$ cat src/rtl/pointwise_stream_mac.sv
// Pointwise (1x1) convolution over a serialized per-pixel channel stream.
// Computes NUM_FILTERS signed fixed-point dot products in parallel, one packed word per pixel.
module pointwise_stream_mac #(
    parameter int unsigned DATA_WIDTH   = 16,
    parameter int unsigned FRAC_BITS    = 8,
    parameter int unsigned NUM_CHANNELS = 4,
    parameter int unsigned NUM_FILTERS  = 2,
    parameter int unsigned ACC_WIDTH    = 40
) (
    input  logic                                        clk,
    input  logic                                        rst,
    input  logic [DATA_WIDTH-1:0]                       in_data,
    input  logic                                        in_valid,
    output logic                                        in_ready,
    input  logic                                        w_wr_en,
    input  logic [$clog2(NUM_FILTERS*NUM_CHANNELS)-1:0] w_wr_addr,
    input  logic [DATA_WIDTH-1:0]                       w_wr_data,
    output logic                                        w_wr_ready,
    output logic [NUM_FILTERS*DATA_WIDTH-1:0]           out_data,
    output logic                                        out_valid,
    input  logic                                        out_ready
);

    localparam int unsigned NUM_WEIGHTS = NUM_FILTERS * NUM_CHANNELS;
    localparam int unsigned AW          = $clog2(NUM_WEIGHTS);
    localparam int unsigned CW          = $clog2(NUM_CHANNELS);
    localparam int unsigned PW          = 2 * DATA_WIDTH;

    localparam logic signed [ACC_WIDTH:0] ROUND   = (ACC_WIDTH + 1)'(1) << (FRAC_BITS - 1);
    localparam logic signed [ACC_WIDTH:0] SAT_MAX =
        {{(ACC_WIDTH - DATA_WIDTH + 2){1'b0}}, {(DATA_WIDTH - 1){1'b1}}};
    localparam logic signed [ACC_WIDTH:0] SAT_MIN =
        {{(ACC_WIDTH - DATA_WIDTH + 2){1'b1}}, {(DATA_WIDTH - 1){1'b0}}};

    logic [CW-1:0]                       ch_idx_q, ch_idx_d;
    logic                                group_active_q, group_active_d;
    logic                                out_valid_q, out_valid_d;
    logic [NUM_FILTERS*DATA_WIDTH-1:0]   out_data_q, out_data_d;
    logic signed [DATA_WIDTH-1:0]        w_q [NUM_FILTERS][NUM_CHANNELS];
    logic signed [ACC_WIDTH-1:0]         acc_q [NUM_FILTERS];

    logic                                last_ch;
    logic                                beat;
    logic                                w_wr_fire;
    logic signed [PW-1:0]                prod [NUM_FILTERS];
    logic signed [ACC_WIDTH-1:0]         sum [NUM_FILTERS];
    logic signed [ACC_WIDTH:0]           rnd [NUM_FILTERS];
    logic signed [ACC_WIDTH:0]           shifted [NUM_FILTERS];
    logic [NUM_FILTERS*DATA_WIDTH-1:0]   result;

    // The accumulators are decoupled from the output register, so only the
    // finalizing beat has to wait for the output slot to free up.
    always_comb begin
        last_ch    = (ch_idx_q == CW'(NUM_CHANNELS - 1));
        in_ready   = !last_ch || !out_valid_q || out_ready;
        beat       = in_valid && in_ready;
        w_wr_ready = !group_active_q;
        w_wr_fire  = w_wr_en && !group_active_q && (32'(w_wr_addr) < NUM_WEIGHTS);
    end

    always_comb begin
        result = '0;
        for (int f = 0; f < int'(NUM_FILTERS); f++) begin
            prod[f]    = $signed(in_data) * w_q[f][ch_idx_q];
            sum[f]     = ((ch_idx_q == '0) ? '0 : acc_q[f])
                         + {{(ACC_WIDTH - PW){prod[f][PW-1]}}, prod[f]};
            rnd[f]     = {sum[f][ACC_WIDTH-1], sum[f]} + ROUND;
            shifted[f] = rnd[f] >>> FRAC_BITS;
            if (shifted[f] > SAT_MAX) begin
                result[f*DATA_WIDTH +: DATA_WIDTH] = {1'b0, {(DATA_WIDTH - 1){1'b1}}};
            end else if (shifted[f] < SAT_MIN) begin
                result[f*DATA_WIDTH +: DATA_WIDTH] = {1'b1, {(DATA_WIDTH - 1){1'b0}}};
            end else begin
                result[f*DATA_WIDTH +: DATA_WIDTH] = shifted[f][DATA_WIDTH-1:0];
            end
        end
    end

    always_comb begin
        ch_idx_d       = ch_idx_q;
        group_active_d = group_active_q;
        out_valid_d    = out_valid_q;
        out_data_d     = out_data_q;
        if (beat) begin
            ch_idx_d       = last_ch ? '0 : ch_idx_q + CW'(1);
            group_active_d = !last_ch;
        end
        // Finalize wins over retirement so back-to-back words leave no bubble.
        if (beat && last_ch) begin
            out_data_d  = result;
            out_valid_d = 1'b1;
        end else if (out_ready) begin
            out_valid_d = 1'b0;
        end
    end

    always_ff @(posedge clk or posedge rst) begin
        if (rst) begin
            ch_idx_q       <= '0;
            group_active_q <= 1'b0;
            out_valid_q    <= 1'b0;
            out_data_q     <= '0;
            for (int f = 0; f < int'(NUM_FILTERS); f++) begin
                acc_q[f] <= '0;
                for (int c = 0; c < int'(NUM_CHANNELS); c++) begin
                    w_q[f][c] <= '0;
                end
            end
        end else begin
            ch_idx_q       <= ch_idx_d;
            group_active_q <= group_active_d;
            out_valid_q    <= out_valid_d;
            out_data_q     <= out_data_d;
            for (int f = 0; f < int'(NUM_FILTERS); f++) begin
                if (beat) begin
                    acc_q[f] <= sum[f];
                end
                for (int c = 0; c < int'(NUM_CHANNELS); c++) begin
                    if (w_wr_fire && (w_wr_addr == AW'(f * int'(NUM_CHANNELS) + c))) begin
                        w_q[f][c] <= w_wr_data;
                    end
                end
            end
        end
    end

    assign out_data  = out_data_q;
    assign out_valid = out_valid_q;

endmodule

$ cat config.mk
export PLATFORM = sky130hd
export DESIGN_NAME = pointwise_stream_mac
export DESIGN_NICKNAME = d
export VERILOG_FILES = /design/src/rtl/pointwise_stream_mac.sv
export SDC_FILE = /design/constraint.sdc
export NUM_CORES = 2
export LEC_CHECK = 0
export ABC_AREA = 1
export BUFFER_PORTS_ARGS = -buffer_cell sky130_fd_sc_hd__buf_2
export CAP_MARGIN = 40
export CORE_MARGIN = 5
export CORE_UTILIZATION = 65
export DETAILED_ROUTE_END_ITERATION = 8
export PLACE_DENSITY_LB_ADDON = 0.15
export SYNTH_ARGS = -nofsm -noshare
export SYNTH_HDL_FRONTEND = slang
export SYNTH_SLANG_ARGS = --single-unit
$ cat constraint.sdc
create_clock -name clk -period 13.1 [get_ports clk]
set_clock_uncertainty 0.05 [all_clocks]
set_input_delay 1.965 -clock clk [delete_from_list [all_inputs] [get_ports clk]]
set_output_delay 1.965 -clock clk [all_outputs]
set_load 0.01 [all_outputs]
==> flow_summary.toml <==
[run_status]
status = "finished clean"

[cts]
post_cts_resized = 0
cts_root_buffer = "clkbuf_16"
clkSlewWorstSetupHoldPaths_ns = 0.05
cts_hold_buf = 0
cts_setup_buffers = 0
numCtsBuffers = 34
tritoncts = "yes"
htree_levels = 2
cts_buffer_depth = 3
cts.sinks = 244
clkLatencyLatePin_ns = 0.55

[global_routing]
grt_pass1_wl_mm = 187.7
track_usage = 0.3544
antenna_found_initial = 0
grt_overflow_total = 0
grt_pass1_vias = 35844
grt_max_degree = 125

[worst_setup_path]
crit_path_frequent_cell = "nand2_1"
startpoint_type = "input port"
critical_path_class = "in2reg"
crit_path_end_kind = "register"
arrival_ns = 12.28
critPathCapture = "out_data[30]"
r2r-start = "ch_idx_q[1]"
cp_slowest_stage_delay_ns = 0.64
cp-startpoint = "in_data[5]"
ff2ff_path_depth = 54
rr_endpoint = "out_data[30]"
r2r_setup_slack_ns = 1.55
crit_fanout = 18
worstPathRequired_ns = 13.53
crit_slowest_cell = "clkinv_1"

[route]
totalWireLength_mm = 114.9
drt-pass1-iter-count = 8
drt_iter0_markers = 3356
route.antenna.remaining_nets = 0
wl_per_cell_um = 17.93
via_count = 35853
vias_per_cell = 5.594
drc_errors = 0

[floorplan]
placementRows = 90
start_util = 0.6526
die_w_um = 255.7
io_pins = 75
coreArea_um2 = 60130
die_h_um = 255.7
die_area_um2 = 65380

[yosys]
syn_inst = 5609
yosysSeqAreaShare = 0.1556
syn_area_um2 = 39240
synth-seq-cells = 244
yosysWarningCount = 0
avgSynthCellArea_um2 = 6.996
ys_types = 50
synth_nets = 6419

[final_layout]
layout.cells.non_filler = 6409
drive_gt1_frac = 0.06042
diodes = 0
syn2layout_area_growth_pct = 5.615
final_area_um2 = 41440
seq_area_um2 = 6107
multi_input_area_um2 = 28220
nets = 6415
fillers = 5408

[sta]
setup_violations = 0
slew_headroom = 0.3875
clock.fmax_mhz = 84.39
worstMarginPinSlew_ns = 0.9188
finalHoldViolations = 0
maxSlewViolCount = 0
period_share = 0.9046
fin_tns_setup_ns = 0
rsz0062_at_grt = "false"
finalCriticalPeriod_ns = 11.85
fin_ws_ns = 1.250

[place]
globalplace.congestion = 1.040
dp.cells = 6351
postPlaceCellArea_um2 = 40340
port_buffers = 74
dpl.hpwl_mm = 91.66
place_ws_ns = 0.8056

[hold_path]
hold_path.class = "reg2reg"

[job]
drv_cap = 0
==> placed cells by master, fill, tap and decap left out, types with 30 or more instances in the layout <==
| cell | instances |
|---|---|
| dfrtp_1 | 243 |
| a21oi_1 | 138 |
| fa_1 | 526 |
| nand4_1 | 83 |
| nor2_2 | 37 |
| nor2_1 | 624 |
| nand2_1 | 1618 |
| ha_1 | 243 |
| buf_4 | 30 |
| nand2_2 | 71 |
| xor2_1 | 51 |
| clkbuf_16 | 35 |
| inv_1 | 1118 |
| nand3_1 | 281 |
| buf_2 | 74 |
| o21ai_0 | 226 |
==> layout make-up <==
| type | count | area share |
|---|---|---|
| well taps | 782 | 0.02361 |
| clock inverters | 13 | 0.003864 |
| multi-input cells | 4064 | 0.6809 |
| clock buffers | 45 | 0.02276 |
| repair buffers | 109 | 0.01703 |
| inverters | 1152 | 0.1045 |
| flip-flops and latches | 244 | 0.1474 |
==> per-layer routing <==
layer	up-vias	share of wire	GRT usage
li1	16908	-	-
met1	17102	0.40	0.4654
met2	1484	0.47	0.5868
met3	359	0.084	0.06442
met4	0	0.049	0.1442
met5	-	0	0
==> worst max-delay path, delay by kind of cell <==
| kind | cells | cell delay [ns] |
|---|---|---|
| AOI/OAI and AO/OA | 11 | 2.52 |
| xor gates and xnor gates | 1 | 0.31 |
| adders and majority gates | 8 | 3.34 |
| buffers and inverters | 7 | 1.25 |
| and+or+nand+nor | 27 | 2.89 |
==> worst min-delay path by stage <==
stage	start	endpoint	depth (start not counted)
after floorplan	w_q[100]	w_q[100]	2
after global placement	out_data[30]	out_data[30]	2
after detailed placement	out_data[3]	out_data[3]	2
after CTS	out_data[3]	out_data[3]	2
after global routing	out_data[18]	out_data[18]	2
final	out_data[25]	out_data[25]	2
==> sequential cells by signal (all words and copies together), names as in the netlist <==
name            count
w_q               128
acc_q              80
out_data           32
ch_idx_q            2
group_active_q      1
out_valid           1
==> Yosys cell counts, drive strengths merged <==
library cell	instances	area, um2
a221oi	2	17.52
o21bai	4	30.03
inv	1140	4279
ha	244	3053
o211ai	2	15.01
o22ai	8	50.05
nor3b	1	12.51
xor2	52	463.0
and2	3	18.77
nand3	296	1571
a21boi	3	22.52
o31ai	2	15.01
or2	2	12.51
clkinv	12	45.04
nand3b	17	127.6
and3	2	12.51
a21o	3	22.52
nor3	25	135.1
clkbuf	138	518.0
o21ai	227	1136
fa	526	10530
a21oi	143	734.4
a32o	1	10.01
buf	11	92.57
nand4	84	531.8
dfrtp	244	6106
nor2	677	2760
nand2	1693	6555
a31oi	18	112.6
o21a	1	7.510
nor4	1	6.260
xnor2	27	236.5
==> kinds of logic after synthesis <==
logic type,count (synthesis),share of synthesized area
AND/OR/NAND/NOR,2801,0.2993
adder cells (fa/ha/maj),770,0.3462
buffers and inverters,1301,0.1258
AO/OA/AOI/OAI,414,0.05539
flip-flops,244,0.1556
XOR/XNOR,79,0.01782
==> stage by stage <==
| stage | utilization | hold WS, ns |
|---|---|---|
| 6_report | 0.6892 | 0.4192 |
| 5_1_grt | 0.6892 | 0.4441 |
| 4_1_cts | 0.6892 | 0.4259 |
| 3_5_place_dp | 0.6708 | 0.4108 |
| 3_3_place_gp | 0.6694 | 0.4071 |
| 2_1_floorplan | - | 0.4029 |
Power is not shown: default switching activity piles up to over one toggle a cycle in this logic, so the estimate is an artifact.
